File: src/rtl/shift_load_ctrl.sv
// Parallel-load / serial-shift controller: a WIDTH-stage mux-flop chain driven by an
// IDLE/SHIFT/DONE state machine that serializes one accepted word at a time.
module shift_load_ctrl #(
    parameter int WIDTH     = 8,
    parameter int MSB_FIRST = 1
) (
    input  logic             clk,
    input  logic             reset,
    input  logic             in_valid,
    input  logic [WIDTH-1:0] in_data,
    output logic             in_ready,
    input  logic             hold,
    output logic             L,
    output logic             ser_out,
    output logic             ser_valid,
    output logic             last,
    output logic             done,
    output logic             busy
);

    localparam int             CW      = $clog2(WIDTH);
    localparam logic [CW-1:0]  CNT_MAX = CW'(WIDTH - 1);

    typedef enum logic [1:0] {
        IDLE  = 2'd0,
        SHIFT = 2'd1,
        DONE  = 2'd2
    } state_t;

    state_t           state_reg;
    logic [CW-1:0]    cnt_reg;
    logic [WIDTH-1:0] shift_reg;
    logic [WIDTH-1:0] shift_next;
    logic             ser_valid_reg;
    logic             last_reg;
    logic             done_reg;
    logic             busy_reg;
    logic             shift_en;

    // Reset masks the handshake so nothing is offered as accepted while it is held.
    assign in_ready = (state_reg == IDLE) && !reset;
    assign L        = in_ready && in_valid;
    assign shift_en = (state_reg == SHIFT) && !hold;

    genvar gi;
    generate
        for (gi = 0; gi < WIDTH; gi = gi + 1) begin : g_stage
            logic nb;
            if (MSB_FIRST != 0) begin : g_up
                if (gi == 0) begin : g_fill
                    assign nb = 1'b0;
                end else begin : g_link
                    assign nb = shift_reg[gi-1];
                end
            end else begin : g_down
                if (gi == WIDTH - 1) begin : g_fill
                    assign nb = 1'b0;
                end else begin : g_link
                    assign nb = shift_reg[gi+1];
                end
            end
            assign shift_next[gi] = L ? in_data[gi] : (shift_en ? nb : shift_reg[gi]);
        end
    endgenerate

    always_ff @(posedge clk) begin
        if (reset) begin
            shift_reg <= '0;
        end else begin
            shift_reg <= shift_next;
        end
    end

    always_ff @(posedge clk) begin
        if (reset) begin
            state_reg     <= IDLE;
            cnt_reg       <= '0;
            ser_valid_reg <= 1'b0;
            last_reg      <= 1'b0;
            done_reg      <= 1'b0;
            busy_reg      <= 1'b0;
        end else begin
            case (state_reg)
                IDLE: begin
                    if (in_valid) begin
                        state_reg     <= SHIFT;
                        cnt_reg       <= '0;
                        ser_valid_reg <= 1'b1;
                        last_reg      <= 1'b0;
                        busy_reg      <= 1'b1;
                    end
                end
                SHIFT: begin
                    if (!hold) begin
                        if (cnt_reg == CNT_MAX) begin
                            state_reg     <= DONE;
                            cnt_reg       <= '0;
                            ser_valid_reg <= 1'b0;
                            last_reg      <= 1'b0;
                            done_reg      <= 1'b1;
                        end else begin
                            cnt_reg  <= cnt_reg + 1'b1;
                            // last is precomputed so it lines up with the final bit
                            last_reg <= ((cnt_reg + 1'b1) == CNT_MAX);
                        end
                    end
                end
                DONE: begin
                    state_reg <= IDLE;
                    done_reg  <= 1'b0;
                    busy_reg  <= 1'b0;
                end
                default: begin
                    state_reg     <= IDLE;
                    cnt_reg       <= '0;
                    ser_valid_reg <= 1'b0;
                    last_reg      <= 1'b0;
                    done_reg      <= 1'b0;
                    busy_reg      <= 1'b0;
                end
            endcase
        end
    end

    assign ser_out   = (MSB_FIRST != 0) ? shift_reg[WIDTH-1] : shift_reg[0];
    assign ser_valid = ser_valid_reg;
    assign last      = last_reg;
    assign done      = done_reg;
    assign busy      = busy_reg;

endmodule

File: config.mk
export PLATFORM = sky130hd
export DESIGN_NAME = shift_load_ctrl
export DESIGN_NICKNAME = d
export VERILOG_FILES = /design/src/rtl/shift_load_ctrl.sv
export SDC_FILE = /design/constraint.sdc
export NUM_CORES = 1
export LEC_CHECK = 0
export ABC_AREA = 1
export BUFFER_PORTS_ARGS = -buffer_cell sky130_fd_sc_hd__buf_4
export CELL_PAD_IN_SITES_DETAIL_PLACEMENT = 2
export CELL_PAD_IN_SITES_GLOBAL_PLACEMENT = 2
export CORE_UTILIZATION = 26
export CTS_BUF_LIST = sky130_fd_sc_hd__clkbuf_4 sky130_fd_sc_hd__clkbuf_8
export CTS_CLUSTER_DIAMETER = 30
export DETAILED_ROUTE_END_ITERATION = 7
export PLACE_DENSITY_LB_ADDON = 0.25
export REMOVE_ABC_BUFFERS = 1
export SLEW_MARGIN = 40
export SYNTH_ARGS = -nofsm -noshare
export SYNTH_HDL_FRONTEND = slang
export SYNTH_SLANG_ARGS = --single-unit
File: constraint.sdc
create_clock -name clk -period 1.1 [get_ports clk]
set_input_delay 0.055 -clock clk [delete_from_list [all_inputs] [get_ports clk]]
set_output_delay 0.055 -clock clk [all_outputs]
set_load 0.01 [all_outputs]
# == Word level (Yosys, flattened, before mapping) ==
# Index checks and enable logic that the tools add are counted.
# word_totals
register_bits,17
input_bits,12
output_inout_bits,7
# classes
n_eq_ne,7
mux,36
n_addsub,1
reduce_logical,12
n_bitwise,3
# ops
operator,count
$mux 1,24
$mux 3,3
$pmux 3 s3,1
$reduce_and 3->1,3
$eq 3x3->1 const B,2
$mux 2,3
$pmux 1 s3,2
$ne 2x2->1 const B,2
$pmux 1 s2,2
$pmux 2 s2,1
$reduce_and 4->1,1
$add 3x1->3 const B,1
$logic_and 1x1->1,3
$not 1->1,3
$eq 2x1->1 const B,1
$eq 2x2->1 const B,1
$logic_not 1->1,2
$logic_not 2->1,1
$ne 2x1->1 const B,1
$reduce_and 2->1,1
$reduce_bool 2->1,1

# == Depth between registers and ports, before layout ==
# logic_depth
word_depth,5
ltp_mapped,8
ltp_nobuf,8

# == Worst setup path after synthesis ==
# OpenSTA, ideal clock, no wires.
# synth_timing
path_kind,register -> register
startpoint,reg cnt_reg[0]
endpoint,reg cnt_reg[0]
period_less_slack_ns,1.149
required_time_ns,1.030
setup_time_ns,0.070
path_slack_ns,-0.049
arrival_time_ns,1.079
stages_incl_launch_ff,8
path_cell_list,dfxtp_1 -> ha_1 -> ha_1 -> inv_1 -> nand2_1 -> nor2_1 -> nand2_1 -> a21oi_1
# synth_between
elab_chain_cells,4
word_cells_on_any_way,5
cone_classes,add/sub (1); eq/ne (1); mux (3)
# synth_lines
element,line_no,rtl
start: declaration,31,logic [CW-1:0] cnt_reg;
start signal: assignment,102,cnt_reg <= cnt_reg + 1'b1;
$add 3x1->3 or $eq 3x3->1 (tied branches),"102, 95",
$mux 3 *,95,if (cnt_reg == CNT_MAX) begin
$mux 3 *,94,if (!hold) begin
$pmux 3 s3 *,83,case (state_reg)
# Mark *: on every way between the ends. The rest lies on a longest branch, timed or not. The select of a mux whose other input is x is not followed.
# A chain may end at the register's enable or synchronous reset.

# == Final worst setup path ==
# layout_timing
startpoint,reg state_reg[0]
endpoint,reg ser_valid_reg (netlist: ser_valid)
# layout_between
elab_chain_cells,3
word_cells_on_any_way,9
cone_classes,eq/ne (5); mux (1); bitwise (1); reduce/logical (2)
# layout_lines
element,line_no,rtl
start: declaration,30,state_t state_reg;
start signal: assignment,76,state_reg <= IDLE;
start signal: assignment,86,state_reg <= SHIFT;
start signal: assignment,96,state_reg <= DONE;
"$eq 2x1->1, or another cell as far along",83,
"$ne 2x1->1 (no source line), or another cell as far along",-,
$reduce_and 4->1 (no source line),-,
end signal: assignment,78,ser_valid_reg <= 1'b0;
end signal: assignment,88,ser_valid_reg <= 1'b1;
end signal: assignment,98,ser_valid_reg <= 1'b0;
end: declaration,34,logic ser_valid_reg;
# Parallel ways exist; a longest one is shown, timed or not.

==> results.md <==
- The total of endpoints with negative setup slack in the final report is 17.
- The root buffer selected by CTS is sky130_fd_sc_hd__clkbuf_4.
- STA classifies the critical path startpoint as a flip-flop.
- The share of total power dissipated in sequential elements is 0.457.
- After synthesis the cells add up to 843 um^2.
- Averaged over all synthesized cells, the footprint is 6.80 um^2.
- From left edge to right edge, the die measures 59.0 um.
- The number of optimization iterations in the first detailed-route pass is 4.
- The checks that failed: setup timing.
- The final-report hold violation count was 0.
- The die height is ~59 um.
- The area growth from synthesis to final layout is 73.3%.
- The global router's overall resource usage is 0.203.
- Among all stages on the critical path, the largest delay is contributed by sky130_fd_sc_hd__dfxtp_4.
- The via count of the first global-routing pass is 1067.
- The total area inside the core boundary comes to roughly 3000 um^2.
- The max-slew headroom at the worst pin is 0.797.
- The flop and latch count out of synthesis is 17.
- The switching component of the power is about 490 uW.
- The final-layout fill cell count is 359.
- The number of core rows is 20.
- Of the total power, combinational logic draws 0.299.
- Of the total power, the clock network draws 0.244.
- The total design power is 1480 uW.
- Measured on the finished design, the core utilization comes to 0.479.
- The origin of the worst setup path is state_reg[0].
- In this run the static leakage power is 0.000681 uW.
- Of the total power, the share spent switching nets is 0.333.
- In this run, distinct cell masters in the synthesized netlist total 17.
- The total clock buffers created by CTS is 3.
- The internal power of the cells totals 988 uW.
- The first-iteration detailed-routing DRC count is 31.
- TritonCTS built the clock tree.
- On the final layout, the worst clock skew is slightly below 0.009 ns.
- The first global-routing pass estimated 5060 um of wire.
- The setup path with the least slack is of type flip-flop to flip-flop.
- Setup repair after global routing could not meet its margin everywhere.
- The endpoint of the most critical setup path is ser_valid.
- The congestion estimate from routability-driven global placement came to 0.711.
- The areal power density over the cells is 1010 nW/um^2.
- Yosys printed 0 warnings.
- Once detailed placement completed, the half-perimeter wirelength came to around 2100 um.
- The critical register-to-register path endpoint is ser_valid.
- The highest net fanout along the worst path is 4.
- The flow ran to the end, but the final reports show violations.
- The minimum clock period is 1.25 ns.
- The insertion delay to the later sink of the worst-skew pair is 0.31 ns.
- The maximum number of pins on one net before global-route repair is 16.
- The minimum setup slack in the final design is -0.147 ns.
- The number of routed nets with antenna violations is 0.
- The number of buffers added on ports is 18.
- In this run the deepest clock path goes through 2 buffers.
- The final worst-path cycle share is 1.13.
- The number of max-slew violations in the final report is 0.
- For this configuration, the core starts out at a cell density of 0.276.
- Data on the critical path is required at its endpoint by 1.30 ns.
- For this design, the sink count on the clock tree is 17.
- The number of H-tree levels is 1.
- The slack of the worst reg-to-reg path is -0.15 ns.
- Of the cells placed in the final design, the portion with a size suffix greater than 1 is 0.545.
- The count of mapped cells out of synthesis is 124.
- The average via count per standard cell is 4.68.
- 19 I/O pins were placed.
- The cell seen most often among critical-path stages is sky130_fd_sc_hd__nand2_1.
- The number of antenna diodes in the final layout is 0.
- The number of violations of the max-capacitance limit is 0.
- The maximum vdd drop is 0.563 mV.
- In this run the critical register-to-register path is launched from state_reg[0].
- After clock tree synthesis, the clock-pin slew on the worst setup and hold paths is around 0.10 ns.
- The die area is 3480 um^2.
- The routed design has 3720 um of wire.
- The arrival time of the worst setup path is 1.44 ns.
- The maximum cell stage delay along the critical path is 0.41 ns.
- Timing would allow up to ~0.8 GHz.
- In the routed design, unresolved DRC markers number 0.
- The register with the most flip-flops in the layout has 8 of them.
- The sort of element at the end of the critical path is a flip-flop.
- Counting cells, the worst reg-to-reg path comes to 8.
- The number of antenna violations at the first check in global routing is 0.
- The total overflow left after global routing is 0.
- The count of vias placed by the detailed router is 987.
- The signal on the critical path passes through inv_6, buf_6, nand2_4, nand2_2, nor2_4, nand2_1, nand3_1, nand2_1.
- The net count of the finished layout is 183.
- Of the synthesized area, sequential elements account for 0.404.
- The transition time of the tightest slew-check pin is 0.304 ns.
- The class of the tightest hold or removal check is input pin to flip-flop.
- After detailed routing, the average wire length per cell comes to 17.6 um.
## how the worst min path moves through the flow
stage	slack, ns	startpoint	depth (start not counted)	end
CTS	0.05	in_data[6]	5	shift_reg[6]
global placement	0.33	in_data[0]	3	shift_reg[0]
floorplan	0.12	reset	1	cnt_reg[0]
finish	0.06	in_valid	3	state_reg[0]
detailed placement	0.33	in_data[0]	3	shift_reg[0]
global route	0.07	in_valid	3	state_reg[0]
## layout by cell type (no fill, tap or decap)
| cell | synthesis | routed |
|---|---|---|
| sky130_fd_sc_hd__o21ai_1 | 2 | 1 |
| sky130_fd_sc_hd__clkinv_2 | 0 | 1 |
| sky130_fd_sc_hd__dfxtp_2 | 0 | 2 |
| sky130_fd_sc_hd__dlygate4sd3_1 | 0 | 1 |
| sky130_fd_sc_hd__nand2_2 | 1 | 6 |
| sky130_fd_sc_hd__nor2_2 | 3 | 5 |
| sky130_fd_sc_hd__nand2_4 | 0 | 7 |
| sky130_fd_sc_hd__inv_6 | 0 | 1 |
| sky130_fd_sc_hd__nand3_2 | 0 | 5 |
| sky130_fd_sc_hd__nand2_8 | 0 | 1 |
| sky130_fd_sc_hd__nor2_4 | 1 | 4 |
| sky130_fd_sc_hd__a21oi_2 | 0 | 4 |
| sky130_fd_sc_hd__dfxtp_4 | 0 | 2 |
| sky130_fd_sc_hd__inv_2 | 3 | 2 |
| sky130_fd_sc_hd__nand2_1 | 38 | 25 |
| sky130_fd_sc_hd__a31oi_1 | 1 | 1 |
| sky130_fd_sc_hd__ha_1 | 3 | 1 |
| sky130_fd_sc_hd__nor2_1 | 7 | 2 |
| sky130_fd_sc_hd__nand3_1 | 19 | 14 |
| sky130_fd_sc_hd__buf_6 | 1 | 8 |
| sky130_fd_sc_hd__a21oi_1 | 12 | 8 |
| sky130_fd_sc_hd__buf_4 | 0 | 33 |
| sky130_fd_sc_hd__clkbuf_4 | 0 | 3 |
| sky130_fd_sc_hd__dfxtp_1 | 17 | 13 |
| sky130_fd_sc_hd__o21ai_2 | 0 | 1 |
| sky130_fd_sc_hd__inv_4 | 0 | 3 |
| sky130_fd_sc_hd__ha_4 | 0 | 2 |
| sky130_fd_sc_hd__inv_1 | 12 | 10 |
| sky130_fd_sc_hd__nor3_4 | 0 | 1 |
## layer usage
layer,GRT usage,wire length (um),up-vias
met5,0,0,-
met4,0.0612,95,0
met3,0.0352,71,8
met2,0.425,2230,16
met1,0.194,1320,484
li1,-,-,479
## through the flow
stage                     hold slack, ns  setup slack [ns]  std cells  TNS [ns]  cell area [um^2]
after global placement             0.331            -0.170        195     -1.13              1100
after detailed placement           0.334            -0.262        195     -2.23              1100
final                             0.0647            -0.147        211     -1.31              1460
after CTS                         0.0462           -0.0722        208    -0.579              1300
after floorplan                    0.124           -0.0486        121    -0.175               825
after global routing              0.0736            -0.209        211     -2.47              1460
## cells in the mapped netlist, drive strengths merged
library cell	number	area, um^2
nand2	39	149
nand3	19	95.1
dfxtp	17	340
inv	15	56.3
a21oi	12	60.1
nor2	11	56.3
ha	3	37.5
clkbuf	2	7.51
o21ai	2	10.0
a31oi	1	6.26
buf	1	11.3
clkinv	1	3.75
nor3	1	10.0
## timing repair
action | 4_1_cts | 5_1_grt
pin swaps | 10 | 9
endpoints found under the hold margin | 1 | 0
setup endpoints to repair | 18 | 18
hold buffers | 1 | 0
setup buffers | 9 | 4
resized for setup | 31 | 36
## layout make-up
| type | instances | area (um^2) | share of cell area |
|---|---|---|---|
| sequential | 17 | 350 | 0.240 |
| timing repair buffer | 42 | 348 | 0.238 |
| inverter | 16 | 72.6 | 0.0497 |
| tap | 44 | 55.1 | 0.0377 |
| multi-input combinational | 88 | 608 | 0.416 |
| clock inverter | 1 | 5.00 | 0.00342 |
| clock buffer | 3 | 22.5 | 0.0154 |
## power by group through the flow
stage	clock network (uW)	logic, uW	registers (uW)
finish	361	443	677
global placement	0	276	682
floorplan	0	133	685
detailed placement	0	290	684
CTS	381	352	670
global route	395	475	681
## cells by family (layout without fill, tap and decap cells)
family	Yosys count	count (layout)	synth area share
flops	17	17	0.404
buf+inv	19	62	0.0935
compound gates	15	15	0.0905
fa+ha+maj	3	3	0.0445
simple gates	70	70	0.368
## worst max-delay path: cells and delay by family (launching register included)
kind	cells	cell delay, ns
buffers and inverters	2	0.18
and+or+nand+nor	6	0.55
DFF	1	0.41
Note: power is estimated with default switching activity, not from simulation.
